**config.mk**
```make
export PLATFORM = sky130hd
export DESIGN_NAME = uart_tx_ctrl
export DESIGN_NICKNAME = d
export VERILOG_FILES = /design/src/rtl/uart_tx_ctrl_pkg.sv /design/src/rtl/uart_tx_ctrl_parity_gen.sv /design/src/rtl/uart_tx_ctrl.sv
export SDC_FILE = /design/constraint.sdc
export NUM_CORES = 1
export LEC_CHECK = 0
export BUFFER_PORTS_ARGS = -buffer_cell sky130_fd_sc_hd__buf_2
export CAP_MARGIN = 40
export CORE_ASPECT_RATIO = 0.8
export CORE_MARGIN = 2
export CORE_UTILIZATION = 54
export DETAILED_ROUTE_END_ITERATION = 10
export GPL_ROUTABILITY_DRIVEN = 0
export PLACE_DENSITY = 0.79
export REMOVE_ABC_BUFFERS = 1
export SLEW_MARGIN = 20
export SYNTH_ARGS = -nofsm -noshare
export SYNTH_HDL_FRONTEND = slang
export SYNTH_SLANG_ARGS = --single-unit
```
**constraint.sdc**
```tcl
create_clock -name clk -period 1.9 [get_ports clk]
set_input_delay 0.19 -clock clk [delete_from_list [all_inputs] [get_ports clk]]
set_output_delay 0.19 -clock clk [all_outputs]
set_load 0.05 [all_outputs]
```
**src/rtl/uart_tx_ctrl_pkg.sv**
```systemverilog
// rtl/uart_tx_ctrl_pkg.sv - shared constants, FSM state encoding and helpers for the UART transmit sequencer
package uart_tx_ctrl_pkg;

    localparam int   DATA_WIDTH = 8;
    localparam logic IDLE_LEVEL = 1'b1;

    typedef enum logic [2:0] {
        ST_IDLE   = 3'd0,
        ST_START  = 3'd1,
        ST_DATA   = 3'd2,
        ST_PARITY = 3'd3,
        ST_STOP   = 3'd4
    } tx_state_t;

    // Tick counter width: enough bits for TICKS_PER_BIT-1, never narrower than one bit.
    function automatic int tick_width(input int ticks);
        return (ticks > 1) ? $clog2(ticks) : 1;
    endfunction

endpackage

```
**src/rtl/uart_tx_ctrl_parity_gen.sv**
```systemverilog
// rtl/uart_tx_ctrl_parity_gen.sv - parity bit generator (even or odd) for one data byte
module parity_gen
    import uart_tx_ctrl_pkg::*;
(
    input  logic                  even_odd,
    input  logic [DATA_WIDTH-1:0] tx_data_in,
    output logic                  parity_bit
);

    // Even parity makes the total count of ones even; odd parity makes it odd.
    always_comb begin
        parity_bit = even_odd ? (^tx_data_in) : (~^tx_data_in);
    end

endmodule

```
**src/rtl/uart_tx_ctrl.sv**
```systemverilog
// rtl/uart_tx_ctrl.sv - UART transmit sequencer: start, data LSB-first, optional parity, stop bit(s)
module uart_tx_ctrl
    import uart_tx_ctrl_pkg::*;
#(
    parameter int TICKS_PER_BIT = 16,
    parameter int STOP_BITS     = 1
)(
    input  logic                  clk,
    input  logic                  rst,
    input  logic                  baud_tick,
    input  logic [DATA_WIDTH-1:0] tx_data_in,
    input  logic                  tx_valid,
    output logic                  tx_ready,
    input  logic                  parity_en,
    input  logic                  even_odd,
    output logic                  tx_serial,
    output logic                  tx_busy,
    output logic                  tx_done
);

    localparam int            TW       = tick_width(TICKS_PER_BIT);
    localparam logic [TW-1:0] TICK_MAX = TW'(TICKS_PER_BIT - 1);

    tx_state_t             state;
    tx_state_t             next_state;
    logic [TW-1:0]         tick_cnt;
    logic [2:0]            bit_idx;
    logic                  stop_cnt;
    logic [DATA_WIDTH-1:0] data_q;
    logic                  par_en_q;
    logic                  even_odd_q;
    logic                  done_q;
    logic                  parity_bit;
    logic                  accept;
    logic                  bit_end;
    logic                  last_stop;

    assign accept    = tx_valid && (state == ST_IDLE);
    assign bit_end   = baud_tick && (tick_cnt == TICK_MAX);
    assign last_stop = (STOP_BITS < 2) ? 1'b1 : stop_cnt;

    // Parity follows the latched byte and mode, so it cannot change mid-frame.
    parity_gen u_parity_gen (
        .even_odd   (even_odd_q),
        .tx_data_in (data_q),
        .parity_bit (parity_bit)
    );

    // State register; reset drops any frame in flight and returns to IDLE.
    always_ff @(posedge clk or posedge rst) begin
        if (rst) begin
            state <= ST_IDLE;
        end else begin
            state <= next_state;
        end
    end

    // Next-state: each serial bit ends on the baud tick that wraps the tick counter.
    always_comb begin
        next_state = state;
        case (state)
            ST_IDLE: begin
                if (accept) next_state = ST_START;
            end
            ST_START: begin
                if (bit_end) next_state = ST_DATA;
            end
            ST_DATA: begin
                if (bit_end && (bit_idx == 3'd7)) begin
                    next_state = par_en_q ? ST_PARITY : ST_STOP;
                end
            end
            ST_PARITY: begin
                if (bit_end) next_state = ST_STOP;
            end
            ST_STOP: begin
                if (bit_end && last_stop) next_state = ST_IDLE;
            end
            default: next_state = ST_IDLE;
        endcase
    end

    // Outputs decoded from state so the line goes high as soon as reset asserts.
    always_comb begin
        tx_serial = IDLE_LEVEL;
        case (state)
            ST_START:  tx_serial = 1'b0;
            ST_DATA:   tx_serial = data_q[bit_idx];
            ST_PARITY: tx_serial = parity_bit;
            ST_STOP:   tx_serial = 1'b1;
            default:   tx_serial = IDLE_LEVEL;
        endcase
        tx_ready = (state == ST_IDLE);
        tx_busy  = (state != ST_IDLE);
        tx_done  = done_q;
    end

    // Tick counter: cleared on accept (a tick on that cycle is not counted), wraps at end of bit.
    always_ff @(posedge clk or posedge rst) begin
        if (rst) begin
            tick_cnt <= '0;
        end else if (accept) begin
            tick_cnt <= '0;
        end else if ((state != ST_IDLE) && baud_tick) begin
            tick_cnt <= bit_end ? '0 : tick_cnt + 1'b1;
        end
    end

    // Data bit index and stop-bit counter; the index holds at 7 rather than wrapping.
    always_ff @(posedge clk or posedge rst) begin
        if (rst) begin
            bit_idx  <= 3'd0;
            stop_cnt <= 1'b0;
        end else if (accept) begin
            bit_idx  <= 3'd0;
            stop_cnt <= 1'b0;
        end else begin
            if ((state == ST_DATA) && bit_end && (bit_idx != 3'd7)) begin
                bit_idx <= bit_idx + 3'd1;
            end
            if ((state == ST_STOP) && bit_end) begin
                stop_cnt <= ~stop_cnt;
            end
        end
    end

    // Frame parameters captured on accept; later input changes are ignored.
    always_ff @(posedge clk or posedge rst) begin
        if (rst) begin
            data_q     <= '0;
            par_en_q   <= 1'b0;
            even_odd_q <= 1'b0;
        end else if (accept) begin
            data_q     <= tx_data_in;
            par_en_q   <= parity_en;
            even_odd_q <= even_odd;
        end
    end

    // Done pulse lands in the first IDLE cycle, alongside tx_ready.
    always_ff @(posedge clk or posedge rst) begin
        if (rst) begin
            done_q <= 1'b0;
        end else begin
            done_q <= (state == ST_STOP) && bit_end && last_stop;
        end
    end

endmodule
```
==> results of run 1 <==
==> cells in the final DEF, fill, tap and decap left out, types with 2 or more instances in the layout <==
cell type  count
dfrtp_1       21
buf_2         16
nor2_1        10
mux2_2        10
buf_4          9
o21ai_0        7
nand2_1        5
mux2i_1        3
inv_1          3
xnor2_1        3
ha_1           3
clkbuf_4       3
nor4b_2        2
nand2b_1       2
o31ai_1        2
a21oi_1        2
a22o_1         2
xnor3_1        2
nor2b_1        2
mux4_2         2
==> layout make-up <==
class	instances	area, sq um	area share [%]
Tap cell	25	31.3	2.28
Multi-Input combinational cell	70	594	43.3
Timing Repair Buffer	27	185	13.5
Clock buffer	4	26.3	1.91
Sequential cell	21	526	38.3
Inverter	3	11.3	0.820
==> worst max-delay path, cell delays in order (launching register included) <==
cell       delay [ns]
dfrtp_1          0.42
mux4_2           0.50
mux2_2           0.28
nor4b_2          0.21
a2111oi_1        0.09
buf_4            0.20
==> path summary, 6_finish.rpt <==
| path | cells after the start | startpoint | to |
|---|---|---|---|
| max | 5 | bit_idx[1] | tx_serial |
| min | 3 | parity_en | par_en_q |
| max reg2reg | 6 | bit_idx[1] | bit_idx[2] |
| min reg2reg | 1 | state[2] | state[0] |
| max in group asynchronous | 4 | rst | data_q[5] |
| min in group asynchronous | 3 | rst | state[2] |
==> sequential cells by signal (all words and copies together) (netlist names) <==
register,count
data_q,8
tick_cnt,4
bit_idx,3
state,3
even_odd_q,1
par_en_q,1
tx_done,1
==> metal layers <==
layer	vias to the layer above	wire [microns]	GRT usage [%]
met4	0	21	7.14
met2	22	932	29.4
li1	411	-	-
met3	2	118	6.82
met1	385	1020	25.6
met5	-	0	0
==> cell families after synthesis <==
group | count (synthesis) | synth area share, %
AO/OA/AOI/OAI | 18 | 10.1
XOR/XNOR | 6 | 6.85
adder cells (fa/ha/maj) | 3 | 3.21
buffers and inverters | 7 | 3.53
flip-flops | 21 | 45.0
multiplexers | 15 | 16.7
AND/OR/NAND/NOR | 28 | 14.7
==> power by group <==
| group | switching, uW | internal, uW |
|---|---|---|
| logic | 408 | 510 |
| clock network | 131 | 81.9 |
| registers | 142 | 603 |
| total | 681 | 1190 |
==> metrics by stage <==
stage,hold slack [ns],cell area (sq um),power (uW)
2_1_floorplan,0.167,1140,1420
3_3_place_gp,0.364,1310,1600
3_5_place_dp,0.381,1310,1650
4_1_cts,0.0335,1340,1890
5_1_grt,0.0836,1370,2020
6_report,0.0852,1370,1880
==> repair_timing <==
action	CTS	global route
cloned	0	0
setup endpoints to repair	1	1
gates resized for setup	3	0
hold endpoints to repair	0	3
buffers inserted	1	0
hold buffers	0	1
==> results_dict.tcl, run 1 <==
set metrics [dict create \
    ir_worst_vdd_mv 1.14 \
    status "complete, but fails checks" \
    ys_types 33 \
    core_area_sq_um 2100 \
    worst_pin_slew_ns 0.345 \
    grt_setup_unrepaired "true" \
    post_drt_wl_per_cell_microns 13.9 \
    worstSetupPathType "register to output pin" \
    cts_buffers 3 \
    cts.sinks 21 \
    clk_latency_ns 0.30 \
    critPathLaunchType "register" \
    synth-seq-cells 21 \
    ant_nets 0 \
    first_pass_iters 4 \
    grt_max_degree 22 \
    worstSetupEndpointType "output pin" \
    rrSetupSlack_ns 0.13 \
    drv_slew 0 \
    yosysSeqAreaShare_pct 45.0 \
    first_iter_violations 16 \
    grt_use_total_pct 19.2 \
    vias_per_cell 5.47 \
    dp_slack_ns -0.0400 \
    synth_edf_count 0 \
    yosys-top-cells-count "dfrtp_1 (21), mux2_2 (10), nor2_1 (10), o21ai_0 (7), nand2_1 (5)" \
    grt.overflow.total 0 \
    yosys.area.top_type "dfrtp_1" \
    htreeDepth 1 \
    final.min_clock_period_ns 2.18 \
    fin_setup_tns_ns -0.283 \
    setup_viol 1 \
    power.leakage_uw 0.000622 \
    path_clk_slew_ns 0.11 \
    finalWorstSetupSlack_ns -0.283 \
    die_height_microns 45.6 \
    first_global_vias 771 \
    synthCells 98 \
    yosysTopAreaCellShare_pct 45.0 \
    synth_area_leaders "dfrtp_1 (45%), mux2_2 (9.6%), mux4_1 (4.5%), xnor3_1 (3.9%), ha_1 (3.2%)" \
    yosys_warnings 0 \
    cts_tree "built" \
    final_nets 143 \
    skew_ns 0.00622 \
    synth_most_common_cell "dfrtp_1" \
    fmax_mhz 458 \
    maxCapViolCount 0 \
    max-slew-margin-rel_pct 76.8 \
    io_pins 18 \
    hpwl_microns 1550 \
    num_antenna_cells 0 \
    num_rows 15 \
    ctsRootBufferMaster "clkbuf_4" \
    hp-class "primary input to register" \
    postRouteWirelength_microns 2090 \
    final_util_pct 65.4 \
    layout-drive-gt1-share_pct 36.0 \
    synth-async-reset-ratio_pct 100 \
    hold_viol_final 0 \
    fillers 169 \
    syn_avg_cell_area_sq_um 11.9 \
    critPathRequiredTime_ns 1.71 \
    dp.cells 143 \
    grt_pass1_wl_microns 3550 \
    drc 0 \
    period_share_pct 115 \
    vias 820 \
    power.density_nw_per_um2 1370 \
    die_area_sq_um 2550 \
    crit_arrival_ns 1.99 \
    area_growth_pct 17.6 \
    die_w_microns 56.0 \
    synth_flop_cell "dfrtp_1" \
    syn_area_sq_um 1170 \
    violations "negative setup slack" \
    crit_fanout 3 \
    instances_no_fill 150 \
    antenna_found_initial 0 \
    clockBufferDepth 2 \
    io_buffer_count 17 \
    initial_core_util_pct 55.6 \
]
No activity file was read; power rests on OpenSTA's default activity.
==> run 2: changes to the inputs <==
--- a/config.mk
+++ b/config.mk
@@ -7,7 +7,6 @@
 export LEC_CHECK = 0
 export BUFFER_PORTS_ARGS = -buffer_cell sky130_fd_sc_hd__buf_2
 export CAP_MARGIN = 40
-export CORE_ASPECT_RATIO = 0.8
 export CORE_MARGIN = 2
 export CORE_UTILIZATION = 54
 export DETAILED_ROUTE_END_ITERATION = 10
==> run 2 against run 1 <==
The flow still finishes with violations (negative setup slack). Hold slack improved by 0.011 ns. Cell count grew 3.3%. Register-to-register slack barely moved. Critical endpoint unchanged. Largest power group unchanged. Highest routed layer unchanged.
==> results_dict.tcl, run 2 (synthesis results as in run 1) <==
set metrics [dict create \
    status "complete, but fails checks" \
    violations "negative setup slack" \
    final.min_clock_period_ns 2.23 \
    hold-path-cell-count 3 \
    rrSetupSlack_ns 0.12 \
    area_growth_pct 20.1 \
    crit_arrival_ns 2.04 \
    endpoint "tx_serial" \
    htreeDepth 1 \
    antenna_found_initial 0 \
    cts_buffers 3 \
    path_clk_slew_ns 0.11 \
    vias 857 \
    critPathRequiredTime_ns 1.71 \
    max-slew-margin-rel_pct 77.2 \
    hp-class "primary input to register" \
    die_height_microns 50.5 \
    slowest_stage "mux4_2" \
    cts_tree "built" \
    regArea_sq_um 526 \
    multi_input_area_sq_um 612 \
    skew_ns 0.00305 \
    drc 0 \
    finalWorstSetupSlack_ns -0.325 \
    final_cell_mix "dfrtp_1 (21), buf_2 (16), buf_4 (12)" \
    fin_hold_ws_ns 0.0963 \
    grt_max_degree 22 \
    r2r-end "bit_idx[1]" \
    io_pins 18 \
    clk_latency_ns 0.30 \
    ff2ff_path_depth 7 \
    postRouteWirelength_microns 2220 \
    initial_core_util_pct 58.4 \
    power.density_nw_per_um2 1410 \
    period_share_pct 117 \
    layout-drive-gt1-share_pct 38.3 \
    hold_start "parity_en" \
    ant_nets 0 \
    ir_worst_vdd_mv 1.23 \
    grt_pass1_wl_microns 3910 \
    maxCapViolCount 0 \
    fmax_mhz 449 \
    final_nets 146 \
    num_antenna_cells 0 \
    first_iter_violations 12 \
    dp_slack_ns -0.0492 \
    die_area_sq_um 2550 \
    fin_setup_tns_ns -0.325 \
    path_cells "mux4_2, mux2_4, nor4b_4, a2111oi_2, buf_4" \
    crit_fanout 3 \
    top_regs "data_q: 8 flops, tick_cnt: 4 flops" \
    setup_viol 1 \
    grt.overflow.total 0 \
    largest_reg_flops 8 \
    ctsRootBufferMaster "clkbuf_4" \
    core_area_sq_um 2000 \
    power.leakage_uw 0.000635 \
    cts.sinks 21 \
    worstSetupEndpointType "output pin" \
    grt_use_total_pct 20.3 \
    hold_viol_final 0 \
    vias_per_cell 5.53 \
    critical_path_buf_inv_count 1 \
    cp.depth 5 \
    worst_pin_slew_ns 0.339 \
    first_global_vias 888 \
    clockBufferDepth 2 \
    grt_setup_unrepaired "true" \
    critPathLaunchType "register" \
    reg2reg_from "bit_idx[1]" \
    drv_slew 0 \
    crit_family "multiplexers" \
    worstSetupPathType "register to output pin" \
    hpwl_microns 1670 \
    fillers 152 \
    top_register "data_q" \
    die_w_microns 50.5 \
    post_drt_wl_per_cell_microns 14.3 \
    final_util_pct 70.1 \
    io_buffer_count 17 \
    num_rows 16 \
    cp-startpoint "bit_idx[1]" \
    layout_commonest_cell "dfrtp_1" \
    cpPeakStageDelay_ns 0.50 \
    first_pass_iters 4 \
]
## run 2: repair_timing
item	4_1_cts	5_1_grt
hold buffers	0	1
endpoints found under the hold margin	0	21
setup endpoints to repair	1	1
setup buffers	1	1
pin swaps	0	1
gates resized for setup	6	0
## run 2: per-layer routing
layer	vias up	GRT usage [%]	share of wire (%)
li1	415	-	-
met1	415	26.1	45
met2	20	34.6	49
met3	7	3.87	4.1
met4	0	6.31	1.6
met5	-	0	0
## run 2: worst min-delay path, delay by kind of cell
kind	cells	cell delay, ns
AND/OR/NAND/NOR	1	0.03
AO/OA/AOI/OAI	1	0.06
buffers and inverters	1	0.08
## run 2: final cells by class
class                           count  share of cell area [%]
Inverter                            3                   0.802
Sequential cell                    21                    37.4
Clock buffer                        4                    1.87
Timing Repair Buffer               30                    13.9
Tap cell                           27                    2.41
Multi-Input combinational cell     70                    43.6
## run 2: power breakdown
| group | total, uW | switching (uW) | internal [uW] |
|---|---|---|---|
| clock network | 214 | 132 | 81.9 |
| logic | 1030 | 481 | 545 |
| registers | 736 | 133 | 603 |
| total | 1980 | 746 | 1230 |
## run 2: worst min path at each step
stage / endpoint / slack, ns
floorplan: bit_idx[0] / 0.17
CTS: data_q[6] / 0.04
finish: par_en_q / 0.1
detailed placement: data_q[6] / 0.37
global placement: tick_cnt[1] / 0.37
global route: par_en_q / 0.10
## run 2: stage by stage
stage | cells | power (uW) | cell area, sq um
after global routing | 155 | 2100 | 1400
after CTS | 152 | 1980 | 1370
final | 155 | 1980 | 1400
after floorplan | 94 | 1420 | 1140
after detailed placement | 147 | 1700 | 1330
after global placement | 147 | 1630 | 1330
